`src/rtl/c2c_pkg.sv`:
```
// Shared definitions for the Aurora chip-to-chip link controllers (master and slave side).
package c2c_pkg;

  typedef enum logic [2:0] {
    ST_ASSERT  = 3'd0,
    ST_PB_HOLD = 3'd1,
    ST_WAIT_CH = 3'd2,
    ST_UP      = 3'd3,
    ST_DOWN    = 3'd4
  } c2c_state_e;

  localparam int unsigned C2C_PMA_INIT_CYCLES = 1000;
  localparam int unsigned C2C_RESET_PB_HOLD   = 100;
  localparam int unsigned C2C_CHANNEL_TIMEOUT = 1048576;
  localparam int unsigned C2C_DROP_FILTER     = 16;
  localparam int unsigned C2C_CNT_W           = 8;

  function automatic int unsigned c2c_max3(int unsigned a, int unsigned b, int unsigned c);
    int unsigned m;
    m = (a > b) ? a : b;
    return (m > c) ? m : c;
  endfunction

endpackage

```
`src/rtl/c2c_sync2.sv`:
```
// Two-flop synchroniser for a single level signal; both flops clear to 0 on reset.
module c2c_sync2 (
  input  logic clk_i,
  input  logic rst_ni,
  input  logic d_i,
  output logic q_o
);

  logic meta_q;
  logic sync_q;

  always_ff @(posedge clk_i or negedge rst_ni) begin
    if (!rst_ni) begin
      meta_q <= 1'b0;
      sync_q <= 1'b0;
    end else begin
      meta_q <= d_i;
      sync_q <= meta_q;
    end
  end

  assign q_o = sync_q;

endmodule

```
`src/rtl/c2c_master_link_ctrl.sv`:
```
// Master-side Aurora C2C bring-up/recovery sequencer: pma_init -> reset_pb -> channel_up,
// then holds link_up until a filtered channel drop, a link error or a software reinit.
module c2c_master_link_ctrl
  import c2c_pkg::*;
#(
  parameter int unsigned PMA_INIT_CYCLES = C2C_PMA_INIT_CYCLES,
  parameter int unsigned RESET_PB_HOLD   = C2C_RESET_PB_HOLD,
  parameter int unsigned CHANNEL_TIMEOUT = C2C_CHANNEL_TIMEOUT,
  parameter int unsigned DROP_FILTER     = C2C_DROP_FILTER,
  parameter int unsigned CNT_W           = C2C_CNT_W
) (
  input  logic             aclk,
  input  logic             aresetn,
  input  logic             channel_up_async,
  input  logic             c2c_link_error,
  input  logic             reinit_req,
  input  logic             clear_counts,
  output logic             aurora_pma_init,
  output logic             aurora_reset_pb,
  output logic             link_up,
  output logic [2:0]       state,
  output logic [CNT_W-1:0] retry_count,
  output logic [CNT_W-1:0] drop_count
);

  localparam int unsigned TMR_W =
    $clog2(c2c_max3(PMA_INIT_CYCLES, RESET_PB_HOLD, CHANNEL_TIMEOUT)) + 1;
  localparam int unsigned FLT_W = $clog2(DROP_FILTER) + 1;

  localparam logic [TMR_W-1:0] PMA_LAST = TMR_W'(PMA_INIT_CYCLES - 1);
  localparam logic [TMR_W-1:0] PB_LAST  = TMR_W'(RESET_PB_HOLD - 1);
  localparam logic [TMR_W-1:0] CTO_LAST = TMR_W'(CHANNEL_TIMEOUT - 1);
  localparam logic [FLT_W-1:0] FLT_LAST = FLT_W'(DROP_FILTER - 1);

  c2c_state_e       state_q;
  logic [TMR_W-1:0] timer_q;
  logic [FLT_W-1:0] filt_q;
  logic             pma_init_q;
  logic             reset_pb_q;
  logic             link_up_q;
  logic [CNT_W-1:0] retry_q;
  logic [CNT_W-1:0] drop_q;
  logic [CNT_W-1:0] retry_inc;
  logic [CNT_W-1:0] drop_inc;
  logic             ch_up;

  c2c_sync2 u_ch_up_sync (
    .clk_i  (aclk),
    .rst_ni (aresetn),
    .d_i    (channel_up_async),
    .q_o    (ch_up)
  );

  assign retry_inc = (retry_q == '1) ? retry_q : retry_q + CNT_W'(1);
  assign drop_inc  = (drop_q == '1) ? drop_q : drop_q + CNT_W'(1);

  always_ff @(posedge aclk or negedge aresetn) begin
    if (!aresetn) begin
      state_q    <= ST_ASSERT;
      timer_q    <= '0;
      filt_q     <= '0;
      pma_init_q <= 1'b1;
      reset_pb_q <= 1'b1;
      link_up_q  <= 1'b0;
      retry_q    <= '0;
      drop_q     <= '0;
    end else begin
      if (clear_counts) begin
        retry_q <= '0;
        drop_q  <= '0;
      end
      // A software reinit overrides whatever the FSM would otherwise do this cycle.
      if (reinit_req) begin
        state_q    <= ST_ASSERT;
        timer_q    <= '0;
        pma_init_q <= 1'b1;
        reset_pb_q <= 1'b1;
        link_up_q  <= 1'b0;
      end else begin
        case (state_q)
          ST_ASSERT: begin
            if (timer_q == PMA_LAST) begin
              state_q    <= ST_PB_HOLD;
              timer_q    <= '0;
              pma_init_q <= 1'b0;
            end else begin
              timer_q <= timer_q + TMR_W'(1);
            end
          end
          ST_PB_HOLD: begin
            if (timer_q == PB_LAST) begin
              state_q    <= ST_WAIT_CH;
              timer_q    <= '0;
              reset_pb_q <= 1'b0;
            end else begin
              timer_q <= timer_q + TMR_W'(1);
            end
          end
          ST_WAIT_CH: begin
            if (ch_up) begin
              state_q   <= ST_UP;
              timer_q   <= '0;
              filt_q    <= '0;
              link_up_q <= 1'b1;
            end else if (timer_q == CTO_LAST) begin
              state_q    <= ST_ASSERT;
              timer_q    <= '0;
              pma_init_q <= 1'b1;
              reset_pb_q <= 1'b1;
              if (!clear_counts) retry_q <= retry_inc;
            end else begin
              timer_q <= timer_q + TMR_W'(1);
            end
          end
          ST_UP: begin
            if (c2c_link_error || (!ch_up && filt_q == FLT_LAST)) begin
              state_q   <= ST_DOWN;
              filt_q    <= '0;
              link_up_q <= 1'b0;
              if (!clear_counts) drop_q <= drop_inc;
            end else if (ch_up) begin
              filt_q <= '0;
            end else begin
              filt_q <= filt_q + FLT_W'(1);
            end
          end
          // ST_DOWN and the unused codes both restart the sequence.
          default: begin
            state_q    <= ST_ASSERT;
            timer_q    <= '0;
            pma_init_q <= 1'b1;
            reset_pb_q <= 1'b1;
            link_up_q  <= 1'b0;
          end
        endcase
      end
    end
  end

  assign aurora_pma_init = pma_init_q;
  assign aurora_reset_pb = reset_pb_q;
  assign link_up         = link_up_q;
  assign state           = state_q;
  assign retry_count     = retry_q;
  assign drop_count      = drop_q;

endmodule

```
`config.mk`:
```
export PLATFORM = sky130hd
export DESIGN_NAME = c2c_master_link_ctrl
export DESIGN_NICKNAME = d
export VERILOG_FILES = /design/src/rtl/c2c_pkg.sv /design/src/rtl/c2c_sync2.sv /design/src/rtl/c2c_master_link_ctrl.sv
export SDC_FILE = /design/constraint.sdc
export NUM_CORES = 1
export LEC_CHECK = 0
export CORE_UTILIZATION = 46
export CTS_CLUSTER_DIAMETER = 120
export DETAILED_ROUTE_END_ITERATION = 10
export PLACE_DENSITY = 0.69
export SLEW_MARGIN = 20
export SYNTH_ARGS = -nofsm -noshare
export SYNTH_HDL_FRONTEND = slang
export SYNTH_HIERARCHICAL = 1
export SYNTH_SLANG_ARGS = --single-unit
```
`constraint.sdc`:
```
create_clock -name aclk -period 2.3 [get_ports aclk]
set_input_delay 0.575 -clock aclk [delete_from_list [all_inputs] [get_ports aclk]]
set_output_delay 0.575 -clock aclk [all_outputs]
set_load 0.01 [all_outputs]
```
==> results of run 1 <==
## per-layer routing
metal | share of wire [%] | track usage [%]
met1 | 49 | 32.4
met4 | 0.90 | 5.69
met3 | 3.6 | 3.72
met5 | 0 | 0
met2 | 46 | 37.0
## Yosys cell counts, drive strengths merged, types with 2 or more instances
| master | number | area [um^2] |
|---|---|---|
| o21a | 5 | 37.5 |
| or2 | 5 | 31.3 |
| nand4 | 11 | 83.8 |
| o22ai | 11 | 68.8 |
| a31oi | 4 | 25.0 |
| clkbuf | 12 | 55.1 |
| nor4b | 2 | 17.5 |
| nor3b | 3 | 22.5 |
| nor3 | 16 | 80.1 |
| buf | 3 | 27.5 |
| nand3 | 14 | 70.1 |
| nand4b | 2 | 17.5 |
| dfstp | 2 | 52.6 |
| nand2 | 50 | 188 |
| and3 | 5 | 38.8 |
| a22o | 3 | 26.3 |
| xnor2 | 6 | 52.6 |
| o21bai | 3 | 22.5 |
| or4 | 4 | 33.8 |
| nand3b | 3 | 22.5 |
| nor2b | 6 | 37.5 |
| o211a | 2 | 20.0 |
| a22oi | 4 | 30.0 |
| o211ai | 5 | 37.5 |
| inv | 13 | 48.8 |
| a21oi | 8 | 40.0 |
| ha | 5 | 62.6 |
| and2 | 7 | 46.3 |
| nor4 | 7 | 43.8 |
| nor2 | 27 | 101 |
| and4 | 5 | 50.1 |
| mux2i | 3 | 30.0 |
| mux2 | 3 | 37.5 |
| o21ai | 24 | 120 |
| or3 | 5 | 33.8 |
| nor4bb | 2 | 20.0 |
| dfrtp | 48 | 1200 |
## where the power goes
part | leakage [uW] | switching, uW | internal [uW]
clock network | 0.0000472 | 294 | 242
logic | 0.000929 | 66.6 | 60.2
registers | 0.000682 | 20.2 | 893
total | 0.00166 | 381 | 1200
## final cells by class
cell class	count	area, um^2
clock buffer	6	82.6
clock inverter	2	12.5
fill	587	2590
inverter	13	48.8
multi-input combinational	269	1650
sequential	50	1250
tap	77	96.3
timing repair buffer	69	583
## critical path: cells and delay by family, from the launching register on
kind                     cells  cell delay, ps
adder cells (fa/ha/maj)      1             190
buffers and inverters        1             180
multiplexers                 1             140
AND/OR/NAND/NOR              4            1210
flip-flops                   1             390
## timing repair
action                                  CTS  global route
pin swaps                                 1             3
setup buffers                             0             1
gates resized for setup                   1             3
endpoints found under the setup margin    2             4
gates cloned                              1             0
hold buffers                              0             0
endpoints found under the hold margin     0             0
## worst min-delay path by stage
| stage | startpoint | end | slack [ps] |
|---|---|---|---|
| floorplan | aresetn | drop_count[0]$_DFFE_PN0P_ | 280 |
| global placement | u_ch_up_sync/meta_q$_DFF_PN0_ | u_ch_up_sync/q_o$_DFF_PN0_ | 330 |
| CTS | u_ch_up_sync/meta_q$_DFF_PN0_ | u_ch_up_sync/q_o$_DFF_PN0_ | 360 |
| global route | u_ch_up_sync/meta_q$_DFF_PN0_ | u_ch_up_sync/q_o$_DFF_PN0_ | 380 |
| finish | aresetn | retry_count[3]$_DFFE_PN0P_ | 340 |
| detailed placement | u_ch_up_sync/meta_q$_DFF_PN0_ | u_ch_up_sync/q_o$_DFF_PN0_ | 340 |
## metrics by stage
stage | setup slack (ps) | instance area (um^2) | cells
2_1_floorplan | 55.8 | 3000 | 346
3_3_place_gp | -295 | 3600 | 476
3_5_place_dp | -343 | 3600 | 476
4_1_cts | 10.6 | 3710 | 485
5_1_grt | -12.3 | 3730 | 486
6_report | 68.9 | 3730 | 486
## flip-flops by register name, indices dropped and copies added, names as in the netlist
signal,flops
u_ch_up_sync/meta_q,1
state,3
u_ch_up_sync/q_o,1
retry_count,8
aurora_reset_pb,1
timer_q,21
drop_count,8
link_up,1
filt_q,5
aurora_pma_init,1
## cell families (layout without fill, tap and decap cells)
group                    count (synthesis)  after routing  synth area share (%)
AND/OR/NAND/NOR                        177            178                  32.1
XOR/XNOR                                 6              6                  1.75
flip-flops                              50             50                  41.7
adder cells (fa/ha/maj)                  5              5                  2.08
multiplexers                             6              6                  2.25
AO/OA/AOI/OAI                           74             74                  15.7
buffers and inverters                   28             90                  4.37
==> results.json, run 1 <==
{
  "port_buffers": 27,
  "die_w_um": 82.8,
  "rr_endpoint": "retry_count[7]$_DFFE_PN0P_",
  "timing.rr.start": "timer_q[0]$_DFFE_PN0P_",
  "cp_slowest_stage_delay_ps": 760,
  "overflow": 0,
  "track_usage_pct": 23.1,
  "fin_hold_ws_ps": 337,
  "crit_path_end_kind": "flop",
  "h-tree-depth": 2,
  "clk_latency_ps": 300,
  "fmax_mhz": 448,
  "synth_seq_cells": 50,
  "viasPerCell": 5.71,
  "power.density_nw_per_um2": 423,
  "async_flop_share_pct": 100,
  "clkSlewWorstSetupHoldPaths_ps": 90,
  "setup-tns-final_ps": 0,
  "critPathCapture": "retry_count[7]$_DFFE_PN0P_",
  "total_leakage_power_uw": 0.00166,
  "worst-setup-path-type": "reg2reg",
  "start_kind": "flop",
  "final_common_cell": "nand2_1",
  "drc": 0,
  "fin_util_pct": 59.0,
  "regToRegSetupSlack_ps": 70,
  "cts_buffers": 5,
  "drt_iter0_drc": 167,
  "rr_worst_depth": 7,
  "grt_first_pass_wirelength_um": 12100,
  "synth-main-ff-cell": "dfrtp_1",
  "crit_required_ps": 2490,
  "start_util_pct": 47.6,
  "place_hpwl_um": 5160,
  "cp.arrival_ps": 2420,
  "crit_top_cell": "nand3b_1",
  "path_cells": "ha_2 > and4_4 > nand3b_1 > or4_2 > buf_4 > mux2i_1 > nand3b_1",
  "mostFrequentLayoutCells": "nand2_1 (50), dfrtp_1 (47), buf_4 (42)",
  "die_h_um": 82.8,
  "rsz0062_at_grt": "yes",
  "hold_class": "in2async",
  "cp_slowest_cell": "or4_2",
  "routabilityCongestion": 0.829,
  "diodes": 0,
  "fin_nets": 419,
  "final.setup_skew_ps": 6.42,
  "detailroute.via_count": 2776,
  "setup.worst_path.start": "timer_q[0]$_DFFE_PN0P_",
  "detail_route.wl_per_cell_um": 15.0,
  "ir_drop_mv": 0.407,
  "finalWirelength_um": 7300,
  "syn_nets": 357,
  "status": "complete, no violations",
  "slew_headroom_pct": 62.3,
  "grt_pass1_vias": 2536,
  "yosys_warnings": 6,
  "postSynthAreaPerCell_um2": 8.68,
  "drv_slew": 0,
  "area.growth.synth_to_final_pct": 24.1,
  "fin_crit_sh_pct": 97.0,
  "syn_area_um2": 3000,
  "grt_start_max_net_pins": 45,
  "setup_violations": 0,
  "synth-edff-count": 0,
  "drive_gt1_share_pct": 19.6,
  "dieArea_um2": 6860,
  "drt_first_pass_iters": 4,
  "rows": 29,
  "synth.distinct_cells": 58,
  "cp_max_fo": 5,
  "cts_tree": "done",
  "p_total_uw": 1580,
  "worst_pin_slew_ps": 565,
  "synth-seq-area-share_pct": 41.7,
  "final_antenna_net_count": 0,
  "num_io_pins": 28,
  "coreArea_um2": 6310,
  "root_buffer": "clkbuf_8",
  "clock_sinks": 50,
  "synthCells": 346,
  "layout_min_cycle_time_ps": 2230,
  "hold_viol_final": 0,
  "drv_cap": 0,
  "cts_buffer_depth": 2,
  "antenna_found_initial": 0
}
Power figures use the tool's default switching activity.
==> run 2: changes to the inputs <==
--- a/config.mk
+++ b/config.mk
@@ -8,7 +8,7 @@
 export CORE_UTILIZATION = 46
 export CTS_CLUSTER_DIAMETER = 120
 export DETAILED_ROUTE_END_ITERATION = 10
-export PLACE_DENSITY = 0.69
+export PLACE_DENSITY = 0.66
 export SLEW_MARGIN = 20
 export SYNTH_ARGS = -nofsm -noshare
 export SYNTH_HDL_FRONTEND = slang
==> constraint.sdc (replaced) <==
create_clock -name aclk -period 2.72 [get_ports aclk]
set_input_delay 0.68 -clock aclk [delete_from_list [all_inputs] [get_ports aclk]]
set_output_delay 0.68 -clock aclk [all_outputs]
set_load 0.01 [all_outputs]
==> run 2 against run 1 <==
Net effect:
- global-route usage is 1.7 points lower
- fmax is 8.2% lower
- power is 11% lower
- count of clock-buffer cells in the layout down 1
- clock power fell by 2%
- via count decreased by 3.9%
- worst hold slack lost 2.8 ps
- critical path type unchanged
- critical endpoint is now retry_count[0]$_DFFE_PN0P_
==> results.json, run 2 (synthesis results as in run 1) <==
{
  "cp_slowest_cell": "or4_4",
  "viasPerCell": 5.77,
  "finalWorstSetupSlack_ps": 288,
  "final_common_cell": "nand2_1",
  "root_buffer": "clkbuf_8",
  "hold_class": "in2async",
  "status": "complete, no violations",
  "fmax_mhz": 411,
  "fin_crit_sh_pct": 89.4,
  "die_w_um": 82.8,
  "fin_nets": 395,
  "cp_max_fo": 9,
  "track_usage_pct": 21.4,
  "grt_start_max_net_pins": 51,
  "post-cts-setup-buffers": 0,
  "critPathBufInv": 0,
  "final_antenna_net_count": 0,
  "detail_route.wl_per_cell_um": 14.7,
  "cts_buffers": 5,
  "p_total_uw": 1400,
  "clock_sinks": 50,
  "setup_violations": 0,
  "grt_first_pass_wirelength_um": 11300,
  "crit_path_end_kind": "flop",
  "cp_top_family": "simple AND/OR/NAND/NOR gates",
  "layout_min_cycle_time_ps": 2430,
  "slew_headroom_pct": 61.3,
  "drv_cap": 0,
  "detailroute.via_count": 2668,
  "port_buffers": 27,
  "cts_tree": "done",
  "grt_pass1_vias": 2367,
  "postCtsHoldBufs": 0,
  "final.setup_skew_ps": 7.16,
  "coreArea_um2": 6310,
  "start_kind": "flop",
  "path_cells": "ha_1 > and4_4 > nand3b_1 > or4_4 > and2b_2 > mux2_2",
  "drc": 0,
  "die_h_um": 82.8,
  "mostFrequentLayoutCells": "nand2_1 (50), dfrtp_1 (48), nor2_1 (27)",
  "cp.arrival_ps": 2630,
  "total_leakage_power_uw": 0.00155,
  "place_ws_ps": -26.4,
  "cp_slowest_stage_delay_ps": 620,
  "clk_latency_ps": 300,
  "clkSlewWorstSetupHoldPaths_ps": 100,
  "largest_reg_flops": 21,
  "rsz0062_at_grt": "no",
  "diodes": 0,
  "dieArea_um2": 6860,
  "worst-setup-path-type": "reg2reg",
  "drive_gt1_share_pct": 14.0,
  "power.density_nw_per_um2": 393,
  "rows": 29,
  "drt_iter0_drc": 199,
  "finalWirelength_um": 6770,
  "h-tree-depth": 2,
  "drt_first_pass_iters": 4,
  "largest_register": "timer_q",
  "crit_required_ps": 2920,
  "hold_viol_final": 0,
  "cts_buffer_depth": 2,
  "place_hpwl_um": 4720,
  "start_util_pct": 47.6,
  "antenna_found_initial": 0,
  "area.growth.synth_to_final_pct": 18.6,
  "fillers": 606,
  "worst_pin_slew_ps": 577,
  "routabilityCongestion": 0.838,
  "cts_resized": 0,
  "ir_drop_mv": 0.270,
  "overflow": 0,
  "num_io_pins": 28,
  "drv_slew": 0
}
run 2: final timing paths:
check                                         startpoint                     endpoint  slack (ps)  cells after the start
min reg2reg                u_ch_up_sync/meta_q$_DFF_PN0_   u_ch_up_sync/q_o$_DFF_PN0_         360                      0
max                               timer_q[0]$_DFFE_PN0P_   retry_count[0]$_DFFE_PN0P_         290                      6
max in group asynchronous                        aresetn  aurora_pma_init$_DFFE_PN1P_        2110                      2
min in group aclk          u_ch_up_sync/meta_q$_DFF_PN0_   u_ch_up_sync/q_o$_DFF_PN0_         360                      0
min                                              aresetn   retry_count[3]$_DFFE_PN0P_         330                      2
max reg2reg                       timer_q[0]$_DFFE_PN0P_   retry_count[0]$_DFFE_PN0P_         290                      6
run 2: final cells by class:
| cell class | instances | area, um^2 | share of cell area (%) |
|---|---|---|---|
| inverters | 13 | 48.8 | 1.37 |
| repair buffers | 46 | 420 | 11.8 |
| multi-input cells | 268 | 1630 | 45.9 |
| well taps | 77 | 96.3 | 2.71 |
| clock buffers | 5 | 68.8 | 1.93 |
| flip-flops and latches | 50 | 1250 | 35.2 |
| clock inverters | 3 | 40.0 | 1.12 |
run 2: routing by layer:
metal	wire, um	global-route usage, %	vias to the layer above
met3	179	3.06	5
met1	3310	29.9	1286
met4	70	5.86	0
met5	0	0	-
met2	3210	34.5	40
li1	-	-	1337
run 2: power by group:
group	leakage [uW]	switching, uW	internal [uW]
Combinational	0.000808	52.4	46.1
Sequential	0.000683	16.5	755
Clock	0.0000579	257	271
run 2: stage by stage:
step	hold WS, ps	TNS (ps)	std cells	util (%)	cell area (um^2)
4_1_cts	355	0	462	56.4	3560
5_1_grt	368	0	462	56.4	3560
2_1_floorplan	331	0	346	-	3000
3_3_place_gp	337	0	454	54.7	3450
6_report	334	0	462	56.4	3560
3_5_place_dp	337	-51.8	454	54.7	3450
